## config.mk

```make
export PLATFORM = sky130hd
export DESIGN_NAME = track_mixer
export DESIGN_NICKNAME = d
export VERILOG_FILES = /design/src/rtl/track_mixer.sv
export SDC_FILE = /design/constraint.sdc
export NUM_CORES = 1
export LEC_CHECK = 0
export ABC_AREA = 1
export BUFFER_PORTS_ARGS = -buffer_cell sky130_fd_sc_hd__buf_2
export CAP_MARGIN = 5
export CORE_MARGIN = 4
export CORE_UTILIZATION = 40
export CTS_CLUSTER_DIAMETER = 200
export DETAILED_ROUTE_END_ITERATION = 7
export HOLD_SLACK_MARGIN = 0.03
export PLACE_DENSITY = 0.62
export SLEW_MARGIN = 20
export SYNTH_ARGS = -nofsm -noshare
export SYNTH_HDL_FRONTEND = slang
export SYNTH_SLANG_ARGS = --single-unit
export TNS_END_PERCENT = 30
```

## constraint.sdc

```tcl
create_clock -name i_clk -period 17.2 [get_ports i_clk]
set_input_delay 2.58 -clock i_clk [delete_from_list [all_inputs] [get_ports i_clk]]
set_output_delay 2.58 -clock i_clk [all_outputs]
set_load 0.01 [all_outputs]
```

## src/rtl/track_mixer.sv

```systemverilog
// track_mixer: N-track playback mixer; one sample per enabled track per DAC LR frame, gain, saturating sum.
// Optional feature macro TRACK_MIXER_LOOP_EN: wrap the frame index at end of track instead of stopping.
module track_mixer #(
   parameter int NUM_TRACKS = 4,
   parameter int SAMPLE_W   = 16,
   parameter int GAIN_W     = 8,
   parameter int ADDR_W     = 20
) (
   input  logic                         i_clk,
   input  logic                         i_rst,
   input  logic                         i_AUD_DACLRCK,
   input  logic                         i_play,
   input  logic                         i_rewind,
   input  logic [NUM_TRACKS-1:0]        i_track_en,
   input  logic [NUM_TRACKS*ADDR_W-1:0] i_track_base,
   input  logic [ADDR_W-1:0]            i_track_len,
   input  logic [NUM_TRACKS*GAIN_W-1:0] i_gain,
   output logic                         o_mem_req,
   output logic [ADDR_W-1:0]            o_mem_addr,
   input  logic                         i_mem_ack,
   input  logic [SAMPLE_W-1:0]          i_mem_rdata,
   output logic [SAMPLE_W-1:0]          o_data,
   output logic                         o_valid,
   output logic                         o_busy,
   output logic                         o_done,
   output logic                         o_overrun
);

   localparam int KW     = (NUM_TRACKS > 1) ? $clog2(NUM_TRACKS) : 1;
   localparam int ACC_W  = SAMPLE_W + GAIN_W + $clog2(NUM_TRACKS) + 1;
   localparam int PROD_W = SAMPLE_W + GAIN_W + 1;
   localparam logic [KW-1:0] LAST_K = KW'(NUM_TRACKS - 1);
   localparam logic signed [ACC_W-1:0] SAT_MAX = {{(ACC_W-SAMPLE_W+1){1'b0}}, {(SAMPLE_W-1){1'b1}}};
   localparam logic signed [ACC_W-1:0] SAT_MIN = {{(ACC_W-SAMPLE_W+1){1'b1}}, {(SAMPLE_W-1){1'b0}}};

   localparam logic [2:0] IDLE  = 3'd0;
   localparam logic [2:0] FETCH = 3'd1;
   localparam logic [2:0] SCALE = 3'd2;
   localparam logic [2:0] SAT   = 3'd3;
   localparam logic [2:0] OUT   = 3'd4;

   logic                       lrckMeta_q, lrckSync_q, lrckPrev_q;
   logic                       trig;
   logic [2:0]                 state_q, state_d;
   logic [KW-1:0]              k_q, k_d, loadK;
   logic                       loadTrack;
   logic                       en_q;
   logic [ADDR_W-1:0]          base_q;
   logic [GAIN_W-1:0]          gain_q;
   logic [SAMPLE_W-1:0]        rdata_q, rdata_d;
   logic signed [ACC_W-1:0]    acc_q, acc_d;
   logic [ADDR_W-1:0]          idx_q, idx_d;
   logic [SAMPLE_W-1:0]        data_q, data_d;
   logic                       valid_q, valid_d;
   logic                       done_q, done_d;
   logic                       overrun_q, overrun_d;
   logic                       rewindPend_q, rewindPend_d;
   logic                       rewindNow;
   logic [ADDR_W-1:0]          lenEff;
   logic signed [PROD_W-1:0]   prod, scaled;
   logic [SAMPLE_W-1:0]        clamped;
   logic [ADDR_W-1:0]          baseArr [NUM_TRACKS];
   logic [GAIN_W-1:0]          gainArr [NUM_TRACKS];

   for (genvar t = 0; t < NUM_TRACKS; t++) begin : g_unpack
      assign baseArr[t] = i_track_base[t*ADDR_W +: ADDR_W];
      assign gainArr[t] = i_gain[t*GAIN_W +: GAIN_W];
   end

   // LR clock is asynchronous to i_clk; two flops resynchronise it, a third finds the rising edge.
   always_ff @(posedge i_clk or posedge i_rst) begin
      if (i_rst) begin
         lrckMeta_q <= 1'b0;
         lrckSync_q <= 1'b0;
         lrckPrev_q <= 1'b0;
      end else begin
         lrckMeta_q <= i_AUD_DACLRCK;
         lrckSync_q <= lrckMeta_q;
         lrckPrev_q <= lrckSync_q;
      end
   end

   assign trig      = lrckSync_q & ~lrckPrev_q;
   assign rewindNow = i_rewind | rewindPend_q;
   assign lenEff    = (i_track_len == '0) ? ADDR_W'(1) : i_track_len;

   assign prod   = $signed({{(GAIN_W+1){rdata_q[SAMPLE_W-1]}}, rdata_q}) *
                   $signed({{(SAMPLE_W+1){1'b0}}, gain_q});
   assign scaled = prod >>> (GAIN_W - 1);

   always_comb begin
      if (acc_q > SAT_MAX)      clamped = {1'b0, {(SAMPLE_W-1){1'b1}}};
      else if (acc_q < SAT_MIN) clamped = {1'b1, {(SAMPLE_W-1){1'b0}}};
      else                      clamped = acc_q[SAMPLE_W-1:0];
   end

   // Track configuration is captured as each track's fetch begins, so inputs may change mid-frame.
   always_comb begin
      state_d      = state_q;
      k_d          = k_q;
      rdata_d      = rdata_q;
      acc_d        = acc_q;
      idx_d        = idx_q;
      data_d       = data_q;
      valid_d      = 1'b0;
      done_d       = done_q;
      overrun_d    = overrun_q;
      rewindPend_d = rewindPend_q;
      loadTrack    = 1'b0;
      loadK        = k_q;
      if (state_q != IDLE) begin
         if (trig)     overrun_d    = 1'b1;
         if (i_rewind) rewindPend_d = 1'b1;
      end
      case (state_q)
         IDLE: begin
            if (rewindNow) begin
               idx_d        = '0;
               done_d       = 1'b0;
               overrun_d    = 1'b0;
               rewindPend_d = 1'b0;
            end
            if (trig && i_play && (!done_q || rewindNow)) begin
               state_d   = FETCH;
               k_d       = '0;
               acc_d     = '0;
               loadTrack = 1'b1;
               loadK     = '0;
            end
         end
         FETCH: begin
            if (!en_q) begin
               if (k_q == LAST_K) begin
                  state_d = SAT;
               end else begin
                  k_d       = k_q + KW'(1);
                  loadTrack = 1'b1;
                  loadK     = k_q + KW'(1);
               end
            end else if (i_mem_ack) begin
               rdata_d = i_mem_rdata;
               state_d = SCALE;
            end
         end
         SCALE: begin
            acc_d = acc_q + ACC_W'(scaled);
            if (k_q == LAST_K) begin
               state_d = SAT;
            end else begin
               state_d   = FETCH;
               k_d       = k_q + KW'(1);
               loadTrack = 1'b1;
               loadK     = k_q + KW'(1);
            end
         end
         SAT: begin
            data_d  = clamped;
            valid_d = 1'b1;
            state_d = OUT;
         end
         OUT: begin
            if (idx_q == lenEff - ADDR_W'(1)) begin
`ifdef TRACK_MIXER_LOOP_EN
               idx_d = '0;
`else
               done_d = 1'b1;
`endif
            end else begin
               idx_d = idx_q + ADDR_W'(1);
            end
            state_d = IDLE;
         end
         default: state_d = IDLE;
      endcase
   end

   always_ff @(posedge i_clk or posedge i_rst) begin
      if (i_rst) begin
         state_q      <= IDLE;
         k_q          <= '0;
         rdata_q      <= '0;
         acc_q        <= '0;
         idx_q        <= '0;
         data_q       <= '0;
         valid_q      <= 1'b0;
         done_q       <= 1'b0;
         overrun_q    <= 1'b0;
         rewindPend_q <= 1'b0;
      end else begin
         state_q      <= state_d;
         k_q          <= k_d;
         rdata_q      <= rdata_d;
         acc_q        <= acc_d;
         idx_q        <= idx_d;
         data_q       <= data_d;
         valid_q      <= valid_d;
         done_q       <= done_d;
         overrun_q    <= overrun_d;
         rewindPend_q <= rewindPend_d;
      end
   end

   always_ff @(posedge i_clk or posedge i_rst) begin
      if (i_rst) begin
         en_q   <= 1'b0;
         base_q <= '0;
         gain_q <= '0;
      end else if (loadTrack) begin
         en_q   <= i_track_en[loadK];
         base_q <= baseArr[loadK];
         gain_q <= gainArr[loadK];
      end
   end

   // Request and address derive only from registers, so reset drops them without waiting for a clock.
   assign o_mem_req  = (state_q == FETCH) && en_q;
   assign o_mem_addr = base_q + idx_q;
   assign o_data     = data_q;
   assign o_valid    = valid_q;
   assign o_busy     = (state_q != IDLE);
   assign o_done     = done_q;
   assign o_overrun  = overrun_q;

endmodule
```

==> results.rst <==
.. list-table::
   :header-rows: 1

   * - Metric
     - Value
   * - Number of iterations in the first detailed-routing pass
     - 5
   * - Post-cts gate resize count
     - 0
   * - Most common cell after layout, fill and taps aside
     - sky130_fd_sc_hd__nand2_1
   * - Arrival time worst endpoint
     - 6970 ps
   * - Clock slew at the register clock pins of the worst setup and hold paths
     - 70 ps
   * - TNS Setup
     - 0 ps
   * - Highest-count cells in the layout ignoring fill and taps
     - 367 x sky130_fd_sc_hd__nand2_1, 309 x sky130_fd_sc_hd__inv_1, 261 x sky130_fd_sc_hd__nor2_1
   * - Average size of a mapped cell
     - 7.207 µm²
   * - Dpl cells
     - 2,460
   * - Share of layout cells above drive strength 1
     - 0.1438
   * - Hold Vio Cnt, Final
     - 0
   * - Number of global-route vias before repair
     - 12,570
   * - Worst-skew pair later-pin latency
     - 450 ps
   * - Slew Viols, Final
     - 0
   * - Launching element type of the critical path
     - register
   * - Count of endpoints failing setup in the final report
     - 0
   * - Total gr overflow
     - 0
   * - Clk Tree Root Cell
     - sky130_fd_sc_hd__clkbuf_16
   * - Netlist Area Pre-Place
     - 0.01359 mm²
   * - Num ports
     - 199
   * - Number of antenna violations at the first check in global routing
     - 0
   * - Max clock buf depth
     - 2
   * - Maximum number of pins on one net before global-route repair
     - 77
   * - Critical Path RT
     - 17,530 ps
   * - Transition time of the tightest slew-check pin
     - 1017 ps
   * - Unrepaired setup endpoints after global routing
     - false
   * - Cell types with the largest area share after synthesis
     - sky130_fd_sc_hd__dfrtp_1 22%, sky130_fd_sc_hd__fa_1 15%, sky130_fd_sc_hd__nand2_1 10%
   * - Count of flip-flops with a built-in enable after synthesis
     - 0
   * - Max-cap check violation count
     - 0
   * - Number of warnings issued by yosys
     - 0
   * - Seq/Total Area, Yosys
     - 0.2209
   * - Synth Net Count
     - 2,240
   * - FFs w/ async S/R, synth
     - 1.000
   * - Worst Hold Slack
     - 351.3 ps
   * - Total clock sinks
     - 120
   * - DR vias
     - 12,670
   * - Remaining antenna violation count after routing
     - 0
   * - First DRT Iteration DRCs
     - 783
   * - Die height
     - 192.3 µm
   * - Fraction of the mapped netlist area in compound gates
     - 0.1212
   * - Die extent in x
     - 192.3 µm
   * - DRT Wirelength
     - 39,770 µm
   * - NumNets Final
     - 2,385
   * - Crit path max-delay cell type
     - sky130_fd_sc_hd__dfrtp_1
   * - Setup bufs post-CTS
     - 0
   * - Mapped Cells
     - 1,886
   * - Number of distinct library cells after synthesis
     - 49
   * - Initial Utilization
     - 0.4054
   * - Std cell rows
     - 67
   * - CTS Buf Count
     - 17
   * - Fraction of synthesized cell area in xor and xnor cells
     - 0.05983
   * - Status
     - completed
   * - Main combinational cell family by area after synthesis
     - adder cells
   * - Vias per Instance
     - 5.081
   * - Worst hold-check path type
     - reg -> reg
   * - HPWL reported at the end of detailed placement
     - 31,680 µm
   * - Final cell count without fillers
     - 2,493
   * - Max Clock Freq
     - 150.6 MHz
   * - Rel. slew slack
     - 0.3201
   * - RD Place Congestion
     - 0.9328
   * - Critical path capture point type
     - register
   * - Maximum cell stage delay along the critical path
     - 660 ps
   * - Type of the worst setup path
     - reg -> reg
   * - Synth area leader
     - sky130_fd_sc_hd__dfrtp_1
   * - Post-synthesis share of cell area spent on and, or, nand and nor gates
     - 0.2350
   * - Count of port buffers added during placement
     - 198
   * - Count of state elements after synthesis
     - 120
   * - Global-route wire length before repair
     - 64,800 µm
   * - Fin crit period
     - 6642 ps
   * - Main flop type after synthesis
     - sky130_fd_sc_hd__dfrtp_1
   * - Maximum clock skew at final layout
     - 11.72 ps
   * - Standard cell core area
     - 0.03353 mm²
   * - Most frequent cell on the critical path
     - sky130_fd_sc_hd__nand2_1
   * - Synthesis-to-layout area growth
     - 14.10%
   * - Die footprint
     - 0.03700 mm²
   * - Residual DRC
     - 0
   * - Adder-cell share of the synthesized area
     - 0.2373
   * - Multiplexer share of the synthesized area
     - 0.01325
   * - Routed len/inst
     - 15.95 µm
   * - CTS H-tree lvls
     - 4
   * - Ratio of final minimum period to clock period
     - 0.3862
   * - Proportion of netlist area held by the largest area contributor
     - 0.2209
   * - CTS tree
     - yes
   * - GRT Overall Usage
     - 0.2191
   * - Crit Path Max Fanout
     - 16
   * - Post-CTS Hold Buffers
     - 0
## critical path: cells and delay by family, from the launching register on
family	cells	cell delay, ps
AO/OA/AOI/OAI	6	720
buffers and inverters	5	590
flip-flops	1	660
AND/OR/NAND/NOR	11	1540
adder cells (fa/ha/maj)	6	2990
## synthesized netlist by cell type (4+ instances only)
master                     instances
sky130_fd_sc_hd__xor2_1           61
sky130_fd_sc_hd__inv_2             6
sky130_fd_sc_hd__a31oi_1          33
sky130_fd_sc_hd__nor3_1           14
sky130_fd_sc_hd__o21ai_0         125
sky130_fd_sc_hd__a21o_1            5
sky130_fd_sc_hd__mux2_2           16
sky130_fd_sc_hd__nand2_1         367
sky130_fd_sc_hd__buf_2            10
sky130_fd_sc_hd__ha_1             93
sky130_fd_sc_hd__nor4_1            9
sky130_fd_sc_hd__xnor2_1          30
sky130_fd_sc_hd__buf_4             4
sky130_fd_sc_hd__o21bai_1          6
sky130_fd_sc_hd__o21ai_2          10
sky130_fd_sc_hd__o21ai_1          20
sky130_fd_sc_hd__nor2_2            6
sky130_fd_sc_hd__fa_1            103
sky130_fd_sc_hd__nand2_2           4
sky130_fd_sc_hd__dfrtp_1         120
sky130_fd_sc_hd__nand4_1          25
sky130_fd_sc_hd__nor2_1          261
sky130_fd_sc_hd__nand3_1          59
sky130_fd_sc_hd__a21oi_1          86
sky130_fd_sc_hd__nand3b_1          4
sky130_fd_sc_hd__inv_1           310
sky130_fd_sc_hd__clkbuf_1         59
sky130_fd_sc_hd__o21a_1            4
## logic make-up after synthesis
kind of cell / after synthesis
xor gates and xnor gates: 92
adders and majority gates: 196
muxes: 16
buffers and inverters: 396
DFF: 120
AOI/OAI and AO/OA: 300
and+or+nand+nor: 766
## cell type report
cell class | instances | area, µm²
Fill cell | 3434 | 18020
Sequential cell | 120 | 3003
Antenna cell | 1 | 2.502
Tap cell | 448 | 560.5
Timing Repair Buffer | 203 | 1032
Clock buffer | 17 | 425.4
Multi-Input combinational cell | 1370 | 9079
Inverter | 319 | 1200
Clock inverter | 15 | 207.7
## state kept, by name, summed over array words and instances, names as in the netlist
signal	cells
acc_q	27
base_q	20
en_q	1
gain_q	8
idx_q	20
k_q	2
lrckMeta_q	1
lrckPrev_q	1
lrckSync_q	1
o_data	16
o_done	1
o_overrun	1
o_valid	1
rdata_q	16
rewindPend_q	1
state_q	3
## worst paths after layout
| kind | from | to | slack [ps] | cells after the start |
|---|---|---|---|---|
| max in group asynchronous | i_rst | gain_q[3]$_DFFE_PP0P_ | 13860 | 3 |
| worst max register to register | gain_q[0]$_DFFE_PP0P_ | acc_q[26]$_DFFE_PP0P_ | 10560 | 28 |
| worst min-delay path | lrckMeta_q$_DFF_PP0_ | lrckSync_q$_DFF_PP0_ | 350 | 0 |
| worst min register to register | lrckMeta_q$_DFF_PP0_ | lrckSync_q$_DFF_PP0_ | 350 | 0 |
| worst max-delay path | gain_q[0]$_DFFE_PP0P_ | acc_q[26]$_DFFE_PP0P_ | 10560 | 28 |
| min in group asynchronous | i_rst | acc_q[21]$_DFFE_PP0P_ | 2210 | 2 |
## per-stage QoR
stage               worst slack [ps]  utilization  instance area [µm²]
finish                         10560       0.4625                15510
floorplan                      11160            -                13590
detailed placement             10580       0.4435                14870
CTS                            10550       0.4624                15500
global route                    9801       0.4625                15510
global placement               10690       0.4435                14870
## per-layer routing
| metal | track usage | vias up | wire length, µm |
|---|---|---|---|
| met5 | 0 | - | 0 |
| met4 | 0.05924 | 0 | 966 |
| met3 | 0.03329 | 65 | 2098 |
| met2 | 0.3456 | 338 | 18060 |
| met1 | 0.3148 | 6039 | 18650 |
| li1 | - | 6226 | - |
Power is not shown: default switching activity piles up to over one toggle a cycle in this logic, so the estimate is an artifact.
